===== src/rtl/uart_tx_arbiter.sv =====
// Four-requester UART transmitter: round-robin arbiter with message locking
// and lock timeout feeding a single 8N1 serializer (LSB first, idle high).
//
// Ports:
//   clk, rst_n          clock, asynchronous active-low reset
//   req_valid[3:0]      per-requester byte offer
//   req_data[31:0]      requester i byte on [8i+7:8i]
//   req_last[3:0]       end-of-message flag, qualified by req_valid
//   req_ready[3:0]      one-cycle accept pulse (combinational, one-hot)
//   grant[3:0]          one-hot current owner, zero when unowned
//   uartTx              registered serial line
//   busy                high while a frame is on the line
//   lock_timeout        one-cycle pulse when an idle lock is revoked
module uart_tx_arbiter #(
    parameter int DELAY_FRAMES = 234,
    parameter int LOCK_TIMEOUT = 4096
) (
    input  logic        clk,
    input  logic        rst_n,
    input  logic [3:0]  req_valid,
    input  logic [31:0] req_data,
    input  logic [3:0]  req_last,
    output logic [3:0]  req_ready,
    output logic [3:0]  grant,
    output logic        uartTx,
    output logic        busy,
    output logic        lock_timeout
);

    typedef enum logic [1:0] {
        ARB,
        START,
        DATA,
        STOP
    } state_t;

    localparam logic [12:0] BIT_END  = 13'(DELAY_FRAMES - 1);
    localparam logic [15:0] IDLE_END = 16'(LOCK_TIMEOUT);

    state_t      state;
    logic [12:0] bitCnt;
    logic [2:0]  bitIdx;
    logic [7:0]  txData;
    logic        txLast;
    logic [1:0]  owner;
    logic        locked;
    logic [1:0]  rrPtr;
    logic [15:0] idleCnt;

    logic        pickValid;
    logic [1:0]  pickIdx;
    logic        accept;
    logic        bitDone;
    logic [15:0] idleNext;

    // Rotating priority: scanning offsets high to low lets the
    // lowest offset from rrPtr win. A held lock masks everyone else.
    always_comb begin
        pickValid = 1'b0;
        pickIdx   = rrPtr;
        if (locked) begin
            pickValid = req_valid[owner];
            pickIdx   = owner;
        end else begin
            for (int k = 3; k >= 0; k--) begin
                if (req_valid[rrPtr + 2'(k)]) begin
                    pickValid = 1'b1;
                    pickIdx   = rrPtr + 2'(k);
                end
            end
        end
    end

    // rst_n gates the pulse so no accept is shown while held in reset.
    assign accept    = rst_n && (state == ARB) && pickValid;
    assign req_ready = accept ? (4'b0001 << pickIdx) : 4'b0000;
    assign bitDone   = (bitCnt == BIT_END);
    assign idleNext  = idleCnt + 16'd1;

    always_ff @(posedge clk or negedge rst_n) begin
        if (!rst_n) begin
            state        <= ARB;
            bitCnt       <= '0;
            bitIdx       <= '0;
            txData       <= '0;
            txLast       <= 1'b0;
            owner        <= '0;
            locked       <= 1'b0;
            rrPtr        <= '0;
            idleCnt      <= '0;
            grant        <= '0;
            uartTx       <= 1'b1;
            busy         <= 1'b0;
            lock_timeout <= 1'b0;
        end else begin
            lock_timeout <= 1'b0;
            unique case (state)
                ARB: begin
                    bitCnt <= '0;
                    bitIdx <= '0;
                    if (accept) begin
                        txData  <= req_data[{pickIdx, 3'b000} +: 8];
                        txLast  <= req_last[pickIdx];
                        owner   <= pickIdx;
                        grant   <= 4'b0001 << pickIdx;
                        idleCnt <= '0;
                        uartTx  <= 1'b0;
                        busy    <= 1'b1;
                        state   <= START;
                    end else if (locked) begin
                        if (idleNext == IDLE_END) begin
                            locked       <= 1'b0;
                            grant        <= '0;
                            rrPtr        <= owner + 2'd1;
                            idleCnt      <= '0;
                            lock_timeout <= 1'b1;
                        end else begin
                            idleCnt <= idleNext;
                        end
                    end
                end
                START: begin
                    if (bitDone) begin
                        bitCnt <= '0;
                        uartTx <= txData[0];
                        state  <= DATA;
                    end else begin
                        bitCnt <= bitCnt + 13'd1;
                    end
                end
                DATA: begin
                    if (bitDone) begin
                        bitCnt <= '0;
                        if (bitIdx == 3'd7) begin
                            uartTx <= 1'b1;
                            state  <= STOP;
                        end else begin
                            bitIdx <= bitIdx + 3'd1;
                            uartTx <= txData[bitIdx + 3'd1];
                        end
                    end else begin
                        bitCnt <= bitCnt + 13'd1;
                    end
                end
                STOP: begin
                    if (bitDone) begin
                        bitCnt <= '0;
                        busy   <= 1'b0;
                        state  <= ARB;
                        if (txLast) begin
                            locked <= 1'b0;
                            grant  <= '0;
                            rrPtr  <= owner + 2'd1;
                        end else begin
                            locked <= 1'b1;
                        end
                    end else begin
                        bitCnt <= bitCnt + 13'd1;
                    end
                end
            endcase
        end
    end

endmodule


===== config.mk =====
export PLATFORM = sky130hd
export DESIGN_NAME = uart_tx_arbiter
export DESIGN_NICKNAME = d
export VERILOG_FILES = /design/src/rtl/uart_tx_arbiter.sv
export SDC_FILE = /design/constraint.sdc
export NUM_CORES = 1
export LEC_CHECK = 0
export BUFFER_PORTS_ARGS = -buffer_cell sky130_fd_sc_hd__buf_2
export CAP_MARGIN = 20
export CELL_PAD_IN_SITES_DETAIL_PLACEMENT = 0
export CELL_PAD_IN_SITES_GLOBAL_PLACEMENT = 1
export CORE_MARGIN = 10
export CORE_UTILIZATION = 35
export CTS_CLUSTER_DIAMETER = 120
export DETAILED_ROUTE_END_ITERATION = 10
export PLACE_DENSITY = 0.64
export SLEW_MARGIN = 5
export SYNTH_ARGS = -nofsm -noshare
export SYNTH_HDL_FRONTEND = slang
export SYNTH_SLANG_ARGS = --single-unit

===== constraint.sdc =====
create_clock -name clk -period 2.55 [get_ports clk]
set_input_delay 0 -clock clk [delete_from_list [all_inputs] [get_ports clk]]
set_output_delay 0 -clock clk [all_outputs]
set_load 0.02 [all_outputs]

==> results of run 1 <==
sequential cells by signal (all words and copies together) (netlist names):
name	flops
bitCnt	13
bitIdx	3
busy	1
grant	4
idleCnt	16
lock_timeout	1
locked	1
owner	2
rrPtr	2
state	2
txData	8
txLast	1
uartTx	1
synthesized netlist by cell type, types with 9 or more instances:
cell type  instances
dfrtp_1           54
nor2_1            41
nand2_1           38
o21ai_0           18
nand3_1           17
a21oi_1           16
mux2i_1           14
inv_1             13
mux2_2            13
o22ai_1           10
ha_1               9
o31ai_1            9
placed cells by master (no fill, tap or decap), types with 4 or more instances in the layout:
cell type,count
mux2i_1,14
nand2_1,38
nor2_1,41
o32ai_1,4
clkbuf_8,5
ha_1,9
nand2b_1,4
dlygate4sd3_1,17
xnor2_1,8
inv_1,13
dfrtp_1,52
nor3_1,5
xor2_1,8
nand3_1,17
buf_2,52
and3_1,7
mux2_2,13
o31ai_1,8
o21ai_0,18
a21oi_1,16
buf_4,18
o22ai_1,10
final timing paths:
kind	start	to	slack (ps)	depth (start not counted)
max	idleCnt[5]	idleCnt[5]	100	8
min	req_data[9]	txData[1]	20	3
max reg2reg	idleCnt[5]	idleCnt[5]	100	8
min reg2reg	uartTx	uartTx	510	2
max in group asynchronous	rst_n	uartTx	1440	3
min in group asynchronous	rst_n	owner[1]	230	2
kinds of logic after synthesis:
family / after synthesis / synth area share, %
AOI/OAI and AO/OA: 87 / 17.99
xor gates and xnor gates: 16 / 3.975
buffers and inverters: 32 / 3.939
adders and majority gates: 9 / 3.194
DFF: 55 / 39.07
muxes: 31 / 10.47
and+or+nand+nor: 138 / 21.36
layer usage:
metal	up-vias	routed length, um
met1	1445	4477
met2	73	3891
met4	0	91
met3	7	359
met5	-	0
li1	1492	-
critical path, cell delays in order (launching register included):
cell,delay [ps]
dfrtp_1,530
nand4_4,220
buf_4,210
o31ai_1,230
nand4b_1,150
nand4bb_4,250
o31ai_2,380
buf_4,260
o311ai_1,110
area by class of cell:
class	instances	area, um^2	area share, %
sequential	55	1380	31.93
tap	133	166.4	3.851
clock inverter	3	46.29	1.071
inverter	13	48.80	1.129
timing repair buffer	87	565.5	13.09
clock buffer	5	68.82	1.592
multi-input combinational	281	2046	47.34
where the power goes:
| group | switching (mW) | total, mW | internal [mW] |
|---|---|---|---|
| clock | 0.323 | 0.620 | 0.297 |
| combinational | 0.0578 | 0.130 | 0.0723 |
| sequential | 0 | 0.872 | 0.872 |
timing repair:
item	CTS	global route
hold buffers	17	0
hold endpoints to repair	24	0
setup endpoints to repair	0	14
gates resized for setup	0	6
==> flow_summary.toml, run 1 <==
[worst_setup_path]
path_class = "register to register"
critPathMaxFanout = 9
worstPathRequired_ps = 2740
start_kind = "register"
arrival_ps = 2640
worstSetupEndpointType = "register"

[global_routing]
antenna_found_initial = 0
grtUsageTotal_pct = 12.38
grt_pass1_vias = 3002
use_met1_pct = 17.12
grt.busiest_layer = "met2"
grtUsageMet3_pct = 2.559
grt_first_pass_wirelength_mm = 15.06
overflow = 0
grt_max_degree = 40
use_met2_pct = 19.19

[clock_tree]
h-tree-depth = 2
cts_inserted_buffers = 5
post-cts-setup-buffers = 0
clkSinkCount = 55
cts_tree = "done"
path_clk_slew_ps = 100
clkLatencyLatePin_ps = 320
cts_root_buffer = "clkbuf_8"
clk_path_buf_depth = 2

[sta]
whs_ps = 21.61
worst_pin_slew_ps = 724.4
post-route-period-util_pct = 96.20
slew_viol_final = 0
timing.fmax_mhz = 407.6
final_hold_viol_count = 0
setup_violations = 0
setup_ws_ps = 96.89
max_slew_margin_pct = 51.53
final.setup.tns_ps = 0
rsz0062_at_grt = "no"
clock_skew_ps = 9.875
fin_crit_ps = 2453

[placed_design]
routabilityCongestion = 0.8220
dpl_worst_slack_ps = 72.41
hpwlAfterDp_mm = 6.499
port_buffers = 52
post_dp_cell_area_um2 = 4011
placedCellCount = 552

[floorplan]
num_rows = 36
die_area_um2 = 14490
core_area_um2 = 9774
die_h_um = 120.4
start_util_pct = 36.07
chipWidth_um = 120.4
io_pins = 53

[power_and_ir_drop]
ir_drop_uv = 268.9
p_per_area_nw_per_um2 = 375.2
leakagePower_nw = 1.910
p_total_mw = 1.621

[synth]
synth_edf_count = 0
yosysWarnings = 0
syn_area_um2 = 3526
synth.distinct_cells = 68
syn_avg_cell_area_um2 = 9.581
synth_top_area_share_pct = 38.33
synth_area_leader_cell = "dfrtp_1"
synthTopCellsByArea = "dfrtp_1 (38%), nor2_1 (4.4%), mux2_2 (4.2%), nand2_1 (4.0%), mux2i_1 (4.0%)"
syn_nets = 419
synthCells = 368
ys_ff_latch = 55
synth_seq_area_share_pct = 39.07
ys.flop_type = "dfrtp_1"
async_flop_share_pct = 100.0

[run]
maxCapViolCount = 0

[route]
drtIter0Drc = 142
wl_per_cell_um = 15.29
remaining_drc_errors = 0
vias = 3017
firstDrtPassIters = 4
via_per_inst = 5.229
drtAntennaViolNets = 0
routed_wl_mm = 8.820

[layout]
syn_to_final_growth_pct = 22.57
diodes = 0
fill_cells = 987
final_nets = 494
drive_gt1_share_pct = 27.48
design_area_um2 = 4322
stdcell_count = 577
fin_util_pct = 44.21

[status]
status = "complete, no violations"

[worst_hold_path]
hp-class = "input port to register"
No activity file was read; power rests on OpenSTA's default activity.
==> run 2: changes to the inputs <==
ABC_AREA = 1   (was unset)
PLACE_DENSITY = 0.68   (was 0.64)
==> flow_summary.toml, run 2 <==
[floorplan]
start_util_pct = 35.72
die_h_um = 125.0
core_area_um2 = 10790
num_rows = 38
io_pins = 53
die_area_um2 = 15610
chipWidth_um = 125.0

[route]
remaining_drc_errors = 0
drtAntennaViolNets = 0
drtIter0Drc = 152
routed_wl_mm = 9.685
firstDrtPassIters = 5
via_per_inst = 4.813
wl_per_cell_um = 12.83
vias = 3634

[placed_design]
port_buffers = 52
placedCellCount = 746
routabilityCongestion = 0.8169
hpwlAfterDp_mm = 7.626

[worst_setup_path]
critPathMaxFanout = 4
path_class = "register to register"
start_kind = "register"
worstSetupEndpointType = "register"
rr_worst_depth = 9
arrival_ps = 2490
worstPathRequired_ps = 2730

[clock_tree]
cts_inserted_buffers = 5
clk_path_buf_depth = 2
clkLatencyLatePin_ps = 320
clkSinkCount = 55
cts_root_buffer = "clkbuf_8"
post-cts-setup-buffers = 0
cts_tree = "done"
h-tree-depth = 2
path_clk_slew_ps = 100

[synth]
synth_common_cells = "nand2_1 (197), inv_1 (59), dfrtp_1 (54), nand3_1 (53), nor2_1 (44)"
yosysWarnings = 0
syn_avg_cell_area_um2 = 6.896
synthTopCellsByArea = "dfrtp_1 (35%), nand2_1 (19%), nand3_1 (6.9%), inv_1 (5.7%), nor2_1 (4.3%)"
yosysMostFrequentCell = "nand2_1"
synth_top_area_share_pct = 35.05
ys.flop_type = "dfrtp_1"
syn_nets = 610
async_flop_share_pct = 100.0
synth_edf_count = 0
synthCells = 559
ys_ff_latch = 55
synth_area_leader_cell = "dfrtp_1"
syn_area_um2 = 3855
synth.distinct_cells = 43
synth_seq_area_share_pct = 35.74

[layout]
layout_common_cells = "nand2_1 (197), inv_1 (59), nand3_1 (53), dfrtp_1 (53), buf_2 (52)"
fill_cells = 1165
fin_util_pct = 40.62
multi_input_area_um2 = 2113
stdcell_count = 755
drive_gt1_share_pct = 18.21
regMostFlops = "idleCnt"
diodes = 0
seqCellArea_um2 = 1379
final_nets = 665
largest_reg_flops = 16
syn_to_final_growth_pct = 13.73
top_regs = "idleCnt (16), bitCnt (13), txData (8)"
layout_commonest_cell = "nand2_1"

[status]
status = "complete, no violations"

[global_routing]
overflow = 0
grtUsageTotal_pct = 12.17
grt_pass1_vias = 3588
grt_max_degree = 56
grt_first_pass_wirelength_mm = 16.67
antenna_found_initial = 0

[sta]
whs_ps = 62.24
worst_pin_slew_ps = 703.5
max_slew_margin_pct = 53.10
final.setup.tns_ps = 0
setup_violations = 0
rsz0062_at_grt = "no"
final_hold_viol_count = 0
timing.fmax_mhz = 433.0
clock_skew_ps = 12.09
slew_viol_final = 0
fin_crit_ps = 2309
post-route-period-util_pct = 90.57

[power_and_ir_drop]
leakagePower_nw = 2.237
p_per_area_nw_per_um2 = 1048
ir_drop_uv = 640.4
p_total_mw = 4.596

[run]
maxCapViolCount = 0

[worst_hold_path]
hp-class = "input port to register"
holdPathStages = 7
[run 2: cell type report]
cell class	count	area share (%)
Clock buffer	5	1.570
Multi-Input combinational cell	423	48.20
Inverter	65	5.679
Clock inverter	3	1.056
Tap cell	140	3.995
Sequential cell	55	31.45
Timing Repair Buffer	64	8.048
[run 2: metal layers]
| metal | GRT usage (%) | up-vias | share of wire (%) |
|---|---|---|---|
| met5 | 0 | - | 0 |
| met4 | 3.523 | 0 | 1.5 |
| met3 | 2.957 | 12 | 5.5 |
| met2 | 18.77 | 94 | 42 |
| met1 | 16.49 | 1630 | 51 |
| li1 | - | 1898 | - |
[run 2: where the power goes]
group          switching, mW  internal (mW)  total, mW
Combinational           1.74          0.919       2.65
Sequential             0.234           1.10       1.33
Clock                  0.310          0.297      0.607
Total                   2.28           2.32       4.60
[run 2: final timing paths]
| check | from | to | slack [ps] |
|---|---|---|---|
| min reg2reg | txData[7] | txData[7] | 490 |
| min in group asynchronous | rst_n | bitCnt[0] | 420 |
| max in group asynchronous | rst_n | rrPtr[0] | 1630 |
| max reg2reg | idleCnt[0] | lock_timeout | 240 |
| min | req_data[21] | txData[5] | 60 |
| max | idleCnt[0] | lock_timeout | 240 |
[run 2: repair_timing]
| item | CTS | global route |
|---|---|---|
| hold endpoints to repair | 54 | 0 |
| hold buffers | 1 | 0 |
| resized for setup | 0 | 1 |
| setup endpoints to repair | 0 | 3 |
[run 2: cell families (layout without fill, tap and decap cells)]
kind of cell | after synthesis | count (layout) | synth area share [%]
buffers and inverters | 81 | 137 | 9.445
muxes | 3 | 3 | 0.8763
AOI/OAI and AO/OA | 55 | 55 | 8.374
DFF | 55 | 55 | 35.74
adders and majority gates | 9 | 9 | 2.921
xor gates and xnor gates | 11 | 11 | 2.694
and+or+nand+nor | 345 | 345 | 39.95
[run 2: worst max-delay path: stages (launching register included)]
cell and delay (ps):
dfrtp_1 390, ha_1 200, nand2_1 110, nor2_1 270
nand3_1 140, xor2_1 320, nand3_1 110, nor3_1 240
nand3_1 110, nor4_1 310
[run 2: per-stage QoR]
| step | instance area, um^2 | setup WS [ps] |
|---|---|---|
| after floorplan | 3855 | 672.7 |
| after global placement | 4258 | 270.0 |
| after detailed placement | 4258 | 256.7 |
| after CTS | 4383 | 169.0 |
| after global routing | 4384 | 17.22 |
| final | 4384 | 240.6 |
